--- config.mk ---
export PLATFORM = sky130hd
export DESIGN_NAME = pipe_feeder
export DESIGN_NICKNAME = d
export VERILOG_FILES = /design/src/rtl/pipe_pkg.sv /design/src/rtl/pipe_feeder_fifo.sv /design/src/rtl/pipe_feeder.sv
export SDC_FILE = /design/constraint.sdc
export NUM_CORES = 1
export LEC_CHECK = 0
export CORE_MARGIN = 2
export CORE_UTILIZATION = 28
export CTS_CLUSTER_SIZE = 20
export DETAILED_ROUTE_END_ITERATION = 10
export GPL_TIMING_DRIVEN = 0
export PLACE_DENSITY = 0.52
export SYNTH_ARGS = -nofsm -noshare
export SYNTH_HDL_FRONTEND = slang
export SYNTH_SLANG_ARGS = --single-unit
--- constraint.sdc ---
create_clock -name clk -period 4.27 [get_ports clk]
set_input_delay 0.854 -clock clk [delete_from_list [all_inputs] [get_ports clk]]
set_output_delay 0.854 -clock clk [all_outputs]
set_load 0.02 [all_outputs]
--- src/rtl/pipe_pkg.sv ---
// Shared types and widths for the correction pipe and its feeder.
package pipe_pkg;
    localparam int DATA_W = 16;
    localparam int CF_W   = 2;

    typedef enum logic [1:0] {RUN, DRAIN, APPLY} feeder_state_t;

    typedef struct packed {
        logic [DATA_W-1:0] d1;
        logic [DATA_W-1:0] d0;
    } pair_t;
endpackage

--- src/rtl/pipe_feeder_fifo.sv ---
// Synchronous FIFO of sample pairs; pointers carry an extra wrap bit so full/empty need no flag.
module pipe_feeder_fifo #(
    parameter int W     = 32,
    parameter int DEPTH = 4
) (
    input  logic                   clk,
    input  logic                   rst_n,
    input  logic                   push,
    input  logic                   pop,
    input  logic [W-1:0]           wr_data,
    output logic [W-1:0]           rd_data,
    output logic [$clog2(DEPTH):0] count,
    output logic                   empty,
    output logic                   full
);
    localparam int AW = $clog2(DEPTH);

    logic [W-1:0] mem [DEPTH];
    logic [AW:0]  wr_ptr, rd_ptr;
    logic         do_push, do_pop;

    assign do_push = push && !full;
    assign do_pop  = pop && !empty;
    assign empty   = (wr_ptr == rd_ptr);
    assign full    = (wr_ptr[AW] != rd_ptr[AW]) && (wr_ptr[AW-1:0] == rd_ptr[AW-1:0]);
    assign count   = wr_ptr - rd_ptr;
    assign rd_data = mem[rd_ptr[AW-1:0]];

    always_ff @(posedge clk or negedge rst_n) begin
        if (!rst_n) begin
            wr_ptr <= '0;
            rd_ptr <= '0;
        end else begin
            if (do_push) wr_ptr <= wr_ptr + 1'b1;
            if (do_pop)  rd_ptr <= rd_ptr + 1'b1;
        end
    end

    always_ff @(posedge clk) begin
        if (do_push) mem[wr_ptr[AW-1:0]] <= wr_data;
    end
endmodule

--- src/rtl/pipe_feeder.sv ---
// Feeds buffered sample pairs into the correction pipe and sequences CF changes
// so the factor only moves once the FIFO and the pipe are both empty.
module pipe_feeder
    import pipe_pkg::*;
#(
    parameter int DEPTH    = 4,
    parameter int CF_RESET = 1
) (
    input  logic                   clk,
    input  logic                   rst_n,
    input  logic                   s_valid,
    output logic                   s_ready,
    input  logic [DATA_W-1:0]      s_data0,
    input  logic [DATA_W-1:0]      s_data1,
    input  logic                   hold,
    input  logic                   cfg_we,
    input  logic [CF_W-1:0]        cfg_cf,
    output logic                   cfg_busy,
    output logic                   o_en,
    output logic [CF_W-1:0]        o_cf,
    output logic [DATA_W-1:0]      o_data0,
    output logic [DATA_W-1:0]      o_data1,
    output logic                   o_pipe_vld,
    output logic [$clog2(DEPTH):0] o_count
);
    localparam int VLD_STAGES = 2;

    feeder_state_t         state;
    logic [CF_W-1:0]       pend_cf;
    logic [VLD_STAGES-1:0] vld_pipe;
    pair_t                 wr_pair, rd_pair;
    logic                  push, pop, empty, full, pipe_idle;

    // Gate with rst_n so the source never sees ready while held in reset.
    assign s_ready    = rst_n && (state == RUN) && !full;
    assign push       = s_valid && s_ready;
    assign pop        = !empty && !hold && (state != APPLY);
    assign pipe_idle  = empty && !o_en && (vld_pipe == '0);
    assign cfg_busy   = (state != RUN);
    assign o_pipe_vld = vld_pipe[VLD_STAGES-1];
    assign wr_pair    = '{d1: s_data1, d0: s_data0};

    pipe_feeder_fifo #(.W($bits(pair_t)), .DEPTH(DEPTH)) u_fifo (
        .clk     (clk),
        .rst_n   (rst_n),
        .push    (push),
        .pop     (pop),
        .wr_data (wr_pair),
        .rd_data (rd_pair),
        .count   (o_count),
        .empty   (empty),
        .full    (full)
    );

    always_ff @(posedge clk or negedge rst_n) begin
        if (!rst_n) begin
            state   <= RUN;
            pend_cf <= CF_W'(CF_RESET);
            o_cf    <= CF_W'(CF_RESET);
        end else begin
            case (state)
                RUN: if (cfg_we) begin
                    pend_cf <= cfg_cf;
                    state   <= DRAIN;
                end
                DRAIN: begin
                    if (cfg_we)    pend_cf <= cfg_cf;
                    if (pipe_idle) state   <= APPLY;
                end
                APPLY: begin
                    o_cf <= pend_cf;
                    if (cfg_we) begin
                        pend_cf <= cfg_cf;
                        state   <= DRAIN;
                    end else begin
                        state <= RUN;
                    end
                end
                default: state <= RUN;
            endcase
        end
    end

    // Issue stage plus the delay line that lines o_pipe_vld up with the pipe's registered outputs.
    always_ff @(posedge clk or negedge rst_n) begin
        if (!rst_n) begin
            o_en     <= 1'b0;
            o_data0  <= '0;
            o_data1  <= '0;
            vld_pipe <= '0;
        end else begin
            o_en     <= pop;
            vld_pipe <= {vld_pipe[VLD_STAGES-2:0], o_en};
            if (pop) begin
                o_data0 <= rd_pair.d0;
                o_data1 <= rd_pair.d1;
            end
        end
    end
endmodule

# Word level (Yosys, flattened, before mapping)
# Memories as Yosys holds them, arrays and structs flattened. A register that Yosys moved wholly into a read port is not among the register bits.
# Index checks and enable logic that the tools add are counted.
dict set report classes {
  addsub 3
  n_mul 0
  n_div 0
  magnitude_cmp 0
  n_eq_ne 8
  shifts 0
  muxes 6
  bitwise 0
  n_reduce_logical 21
}
# operator n
set ops {}
lappend ops {{$logic_and 1x1->1} 10}
lappend ops {{$add 3x1->3 const B} 2}
lappend ops {{$ne 2x2->1 const B} 3}
lappend ops {{$pmux 2 s3} 1}
lappend ops {{$logic_not 1->1} 5}
lappend ops {{$logic_not 2->1} 2}
lappend ops {{$mux 2} 2}
lappend ops {{$reduce_and 2->1} 2}
lappend ops {{$eq 3x3->1} 1}
lappend ops {{$mux 1} 3}
lappend ops {{$reduce_or 3->1} 1}
lappend ops {{$sub 3x3->3} 1}
lappend ops {{$eq 2x1->1 const B} 1}
lappend ops {{$eq 2x2->1} 1}
lappend ops {{$eq 2x2->1 const B} 1}
lappend ops {{$reduce_bool 2->1} 1}
lappend ops {{$ne 1x1->1} 1}
dict set report totals {
  ff_bits 15
  latch_bits 0
  mem_bits_rw 128
  rom_bits 0
  output_inout_bits 41
  word_cells 46
  n_memories 1
}
# name words width read_ports rd_ports_with_merged_regs wr line
set memory_table {}
lappend memory_table {u_fifo.mem 4 32 1 1 1 pipe_feeder_fifo.sv:18} ;# logic [W-1:0] mem [DEPTH];

# Depth between registers and ports, before layout
# Gate-level depths: netlist of run 1.
dict set report depth {
  ltp_word 8
  depth_mapped 7
}

# By module
# A second synthesis of run 1 with hierarchy kept.
dict set report unflattened {
  hier_cells 306
  hier_area_um2 6806.5
}
# mod instances cells_each area_per_inst_um2
set by_module_without_submodules {}
lappend by_module_without_submodules {pipe_feeder_fifo 1 213 5079.9}
lappend by_module_without_submodules {pipe_feeder 1 93 1726.7}

# Worst setup path before layout of run 1
# Ideal clock, no wire load.
dict set report synth_path {
  path_type {register to output}
  start {register u_fifo.rd_ptr[1]}
  end {output s_ready}
  arrival_ns 2.088
  t_required_ns 3.416
  slack_ns 1.328
  path_stages_with_launch 8
  n_path_buf 2
  path_cell_list {dfrtp_1 > clkbuf_1 > buf_1 > inv_1 > ha_1 > nand2_1 > nor2_1 > nor3b_1}
}
dict set report synth_via {
  elab_chain_cells 4
}
# element line
set synth_lines {}
lappend synth_lines {{start, declared} pipe_feeder_fifo.sv:19} ;# logic [AW:0] wr_ptr, rd_ptr;
lappend synth_lines {{start signal, assigned} pipe_feeder_fifo.sv:35} ;# if (do_pop) rd_ptr <= rd_ptr + 1'b1;
lappend synth_lines {{$eq 2x2->1} pipe_feeder_fifo.sv:25} ;# assign full = (wr_ptr[AW] != rd_ptr[AW]) && (wr_ptr[AW-1:0] == rd_ptr[AW-1:0]);
lappend synth_lines {{$logic_and 1x1->1} pipe_feeder_fifo.sv:25}
lappend synth_lines {{$logic_not 1->1} pipe_feeder.sv:35} ;# assign s_ready = rst_n && (state == RUN) && !full;
lappend synth_lines {{$logic_and 1x1->1} pipe_feeder.sv:35}
lappend synth_lines {{end, declared} pipe_feeder.sv:12} ;# output logic s_ready,
# No other way between the ends.

# Worst setup path after layout of run 1
# Ends and elaborated chain as after synthesis.

==> summary.md, run 1 <==
| Metric | Value |
|---|---|
| Status | finished, final reports clean |
| Final hold violations | 0 |
| CTS tree | done |
| GRT Overall Usage | 11.2% |
| Headroom to the max-slew limit | 44.7% |
| IO Pins | 80 |
| Fin Clk Skew | 10.8 ps |
| Root Driver | clkbuf_16 |
| Setup CP Type | reg2out |
| Slew @ Worst Pin | 829 ps |
| Pwr/cell area | 681 nW/um2 |
| RSZ-0062 raised after global routing | false |
| Layout Cells excl Fill | 732 |
| Min Hold Slack | 390 ps |
| Cts bufs inserted | 17 |
| Mapped Area | 6580 um2 |
| Required time worst endpoint | 3420 ps |
| Syn nets | 344 |
| Die outline height | 157 um |
| DRC violations left | 0 |
| Worst setup SP type | flip-flop |
| Setup TNS | 0 ps |
| Row count | 56 |
| # H-tree levels | 4 |
| Class of the worst hold path | reg2reg |
| Synth top area share | 58.4% |
| Overflow after GRT | 0 |
| Number of max-cap violations | 0 |
| Total power | 0.00576 W |
| CTS sink cnt | 175 |
| Largest net degree at the start of global routing | 34 |
| Filler instances | 2220 |
| Detail Placement HPWL | 8130 um |
| DR vias | 3046 |
| Setup bufs post-CTS | 0 |
| Peak VDD IR | 0.318 mV |
| CP endpoint kind | output port |
| Syn. warnings | 0 |
| Multi-input gate area | 1470 um2 |
| Compound-Gate Fraction of Synth Area | 1.01% |
| Tcrit/Tclk final | 91.1% |
| Mean Syn Cell Area | 22.2 um2 |
| Clk Latency, worst-skew pair | 420 ps |
| Slew Viols, Final | 0 |
| Final setup vio count | 0 |
| Synth Instances | 297 |
| Synth Area in XOR/XNOR | 0.913% |
| CP max FO | 10 |
| Commonest non-fill, non-tap cells in the layout | edfxtp_1 (128), clkdlybuf4s50_1 (78), dfrtp_1 (45), mux2_2 (38), mux4_2 (32) |
| Core area | 23300 um2 |
| Share of post-route cells with drive strength above 1 | 29.8% |
| Tmin final | 3890 ps |
| Simple-gate share of the synthesized area | 1.25% |
| Post-CTS Hold Buffers | 0 |
| Drt wl/cell | 17.9 um |
| Register area | 5020 um2 |
| Area leader, netlist | edfxtp_1 |
| CTS resizes | 0 |
| Vias per cell | 4.16 |
| Fin util | 36.4% |
| Area Overhead vs Synth | 28.5% |
| Synth Register Bits | 175 |
| Initial antenna violation count | 0 |
| GPL Wtd Cong | 0.651 |
| Die Area | 24700 um2 |
| Commonest non-fill, non-tap cell in the layout | edfxtp_1 |
| Synth area leaders | edfxtp_1 (58%), dfrtp_1 (17%), mux4_2 (11%) |
| DRT Pass-1 Iters | 4 |
| Seq/Total Area, Yosys | 76.3% |
| Antenna Nets Post-Route | 0 |
| IO buf count | 79 |
| Synth cell types | 31 |
| Diode count | 0 |
| CP Data Arrival Time | 3040 ps |
| Initial Utilization | 28.3% |
| Placed cells | 700 |
| Maximum root-to-sink buffer count | 2 |
| NumNets Final | 447 |
| Lkg Pwr | 2.90 nW |
| Fmax | 257 MHz |
| Adder-cell share of the synthesized area | 1.63% |
| Number of global-route vias before repair | 3376 |
| Clk pin slew, worst setup/hold paths | 60 ps |
| Initial drt markers | 110 |
| Multiplexer area fraction after synthesis | 17.5% |
| First-pass GRT wire length | 19700 um |
| Largest family of logic cells by synthesized area | multiplexers |
| Die W | 157 um |
| Post-Route WL | 13100 um |
==> cells in the mapped netlist, drive strengths merged <==
| cell | instances |
|---|---|
| a22o | 1 |
| fa | 1 |
| o21a | 1 |
| xor2 | 2 |
| xnor2 | 4 |
| nor2 | 2 |
| edfxtp | 128 |
| nor4bb | 1 |
| inv | 7 |
| nor3b | 1 |
| or2 | 1 |
| nand4 | 1 |
| dfstp | 2 |
| a21boi | 1 |
| o211ai | 1 |
| buf | 7 |
| clkbuf | 4 |
| nor2b | 1 |
| mux2 | 38 |
| dfrtp | 45 |
| mux4 | 32 |
| nand2 | 1 |
| a311oi | 2 |
| nor3 | 2 |
| nand2b | 1 |
| ha | 7 |
| and2 | 3 |
==> worst max-delay path: stages, from the launching register on <==
cell and delay, ps:
dfrtp_1 400, clkbuf_1 350, clkbuf_2 370, inv_1 80
ha_1 380, nand2_1 140, nor2_1 60, nor3b_1 210
clkdlybuf4s50_1 630
==> area by class of cell <==
class                           count  share of cell area, %
Buffer                             11                  0.814
Clock buffer                       20                   5.40
Clock inverter                     12                   1.44
Inverter                            7                  0.311
Multi-Input combinational cell    104                   17.4
Sequential cell                   175                   59.4
Tap cell                          319                   4.72
Timing Repair Buffer               84                   10.6
==> power by group <==
part           total [W]  internal, W  switching (W)  leakage [nW]
Clock            0.00150     0.000848       0.000656         0.276
Combinational    0.00198      0.00104       0.000943         0.921
Sequential       0.00227      0.00211       0.000156          1.70
Total            0.00576      0.00400        0.00176          2.90
==> metrics by stage <==
stage          setup WS (ps)  area [um2]
5_1_grt                  154        8460
3_5_place_dp             517        7880
6_report                 380        8460
2_1_floorplan           1330        6580
3_3_place_gp           -1910        7770
4_1_cts                 45.4        8460
==> worst paths after layout <==
kind / start / to / slack [ps] / cells past startpoint
max: u_fifo.rd_ptr[1] / s_ready / 380 / 8
min: vld_pipe[0] / vld_pipe[1] / 390 / 0
max reg2reg: u_fifo.rd_ptr[1] / u_fifo.mem[0][18] / 1270 / 8
min reg2reg: vld_pipe[0] / vld_pipe[1] / 390 / 0
max in group asynchronous: rst_n / o_data1[7] / 3290 / 2
min in group asynchronous: rst_n / o_data1[6] / 400 / 1
==> logic make-up (layout without fill, tap and decap cells) <==
group / count (synthesis) / count (layout)
flops: 175 / 175
simple gates: 14 / 14
buf+inv: 18 / 134
fa+ha+maj: 8 / 8
compound gates: 6 / 6
xor+xnor: 6 / 6
mux: 70 / 70
==> metal layers <==
layer	GRT usage [%]	wire [um]	part of all wire, %
met1	14.3	5880	45
met5	0	0	0
met4	4.03	187	1.4
met3	3.11	596	4.6
met2	18.1	6400	49
==> sequential cells by signal (all words and copies together) (netlist names) <==
| register | count |
|---|---|
| state | 2 |
| u_fifo.mem | 128 |
| pend_cf | 2 |
| u_fifo.rd_ptr | 3 |
| o_data1 | 16 |
| o_en | 1 |
| o_cf | 2 |
| u_fifo.wr_ptr | 3 |
| o_data0 | 16 |
| vld_pipe | 2 |
(Power assumes the default switching activity.)
==> run 2, diff against run 1 <==
DONT_BUFFER_PORTS = 1   (was not set)
PLACE_DENSITY = 0.47   (was 0.52)
==> run 2 against run 1 <==
Against the previous run:
- via count decreased by 8.8%
- flip-flop and latch count unchanged
- clock skew decreased by 2.0 ps
==> summary.md, run 2 (synthesis gave the netlist of run 1 again) <==
| Metric | Value |
|---|---|
| Detail Placement HPWL | 8170 um |
| Worst setup SP type | flip-flop |
| Part of the power in registers | 47.3% |
| IO buf count | 0 |
| Vias per cell | 4.26 |
| Commonest non-fill, non-tap cell in the layout | edfxtp_1 |
| Worst setup startpoint | u_fifo.rd_ptr[1] |
| Placed cell area | 7060 um2 |
| Int Pwr | 0.00359 W |
| Post-CTS Hold Buffers | 0 |
| Combinational Power Share | 23.8% |
| # H-tree levels | 4 |
| NumNets Final | 367 |
| Required time worst endpoint | 3420 ps |
| Slew Viols, Final | 0 |
| Fin Clk Skew | 8.76 ps |
| RR Startpoint | u_fifo.rd_ptr[1] |
| CTS tree | done |
| Initial Utilization | 28.3% |
| CTS resizes | 0 |
| Tmin final | 4020 ps |
| Commonest non-fill, non-tap cells in the layout | edfxtp_1 (128), dfrtp_1 (45), mux2_2 (38), mux4_2 (32), clkbuf_16 (17) |
| Die Area | 24700 um2 |
| Clk pin slew, worst setup/hold paths | 70 ps |
| Core area | 23300 um2 |
| Peak VDD IR | 0.248 mV |
| Overflow after GRT | 0 |
| Fmax | 249 MHz |
| Filler instances | 2235 |
| Reg2Reg Depth | 8 |
| Initial antenna violation count | 0 |
| Pwr/cell area | 695 nW/um2 |
| Max reg flops | 128 |
| Drt wl/cell | 20.1 um |
| Initial drt markers | 226 |
| Lkg Pwr | 2.59 nW |
| CTS sink cnt | 175 |
| Final hold violations | 0 |
| Largest net degree at the start of global routing | 50 |
| Row count | 56 |
| DRC violations left | 0 |
| CP max FO | 10 |
| Area Overhead vs Synth | 16.3% |
| Tcrit/Tclk final | 94.1% |
| Antenna Nets Post-Route | 0 |
| Root Driver | clkbuf_16 |
| Number of global-route vias before repair | 3054 |
| Share of post-route cells with drive strength above 1 | 36.0% |
| Finished Cell Area | 7660 um2 |
| Setup bufs post-CTS | 0 |
| Post-Route WL | 13100 um |
| Status | finished, final reports clean |
| DRT Pass-1 Iters | 4 |
| Die outline height | 157 um |
| First-pass GRT wire length | 19400 um |
| Final setup vio count | 0 |
| GRT Overall Usage | 11.3% |
| Clock share of power | 28.9% |
| DR vias | 2778 |
| Class of the worst hold path | in2async |
| GPL Wtd Cong | 0.645 |
| Diode count | 0 |
| Switching share of power | 32.5% |
| CP endpoint kind | output port |
| Headroom to the max-slew limit | 45.7% |
| Total power | 0.00532 W |
| Net Switching | 0.00173 W |
| IO Pins | 80 |
| RSZ-0062 raised after global routing | false |
| Die W | 157 um |
| Setup CP Type | reg2out |
| Clk Latency, worst-skew pair | 430 ps |
| Number of max-cap violations | 0 |
| Maximum root-to-sink buffer count | 2 |
| Cts bufs inserted | 17 |
| Slew @ Worst Pin | 815 ps |
| CP Data Arrival Time | 3160 ps |
==> run 2: area by class of cell <==
cell class | count | area, um2 | share of cell area, %
tap | 319 | 399 | 5.21
multi-input combinational | 104 | 1470 | 19.2
clock buffer | 18 | 439 | 5.74
clock inverter | 14 | 153 | 1.99
buffer | 11 | 67.6 | 0.882
inverter | 7 | 26.3 | 0.343
timing repair buffer | 4 | 80.1 | 1.05
sequential | 175 | 5020 | 65.6
==> run 2: power groups by stage <==
| stage | sequential [W] | clock (W) | combinational, W |
|---|---|---|---|
| 2_1_floorplan | 0.00249 | 0 | 0.00103 |
| 3_3_place_gp | 0.00256 | 0 | 0.00127 |
| 3_5_place_dp | 0.00257 | 0 | 0.00130 |
| 4_1_cts | 0.00253 | 0.00159 | 0.00130 |
| 5_1_grt | 0.00256 | 0.00166 | 0.00139 |
| 6_report | 0.00252 | 0.00154 | 0.00126 |
==> run 2: final timing paths <==
kind                                     end  slack [ps]
max in group asynchronous            o_cf[0]        3970
min                               o_data1[6]         120
min reg2reg                      vld_pipe[1]         380
min in group clk                 vld_pipe[1]         380
max                                  s_ready         250
max reg2reg                u_fifo.mem[2][28]         880
==> run 2: routing by layer <==
metal | up-vias | GRT usage, % | part of all wire (%)
li1 | 1235 | - | -
met1 | 1466 | 13.9 | 44
met2 | 63 | 17.9 | 49
met3 | 14 | 4.38 | 6.1
met4 | 0 | 4.55 | 1.5
met5 | - | 0 | 0
==> run 2: worst max-delay path: stages (launching register included) <==
cell	delay (ps)
dfrtp_1	400
clkbuf_1	380
buf_1	670
inv_1	110
ha_1	400
nand2_1	130
nor2_1	60
nor3b_1	600
==> run 2: metrics by stage <==
stage | util (%) | worst slack, ps | cells | hold slack (ps) | setup TNS [ps]
after floorplan | - | 1330 | 297 | 355 | 0
after global placement | 30.0 | -56.4 | 616 | 362 | -4590
after detailed placement | 30.4 | 735 | 620 | 365 | 0
after CTS | 32.9 | 245 | 652 | 92.1 | 0
after global routing | 32.9 | 11.6 | 652 | 84.3 | 0
final | 32.9 | 253 | 652 | 115 | 0
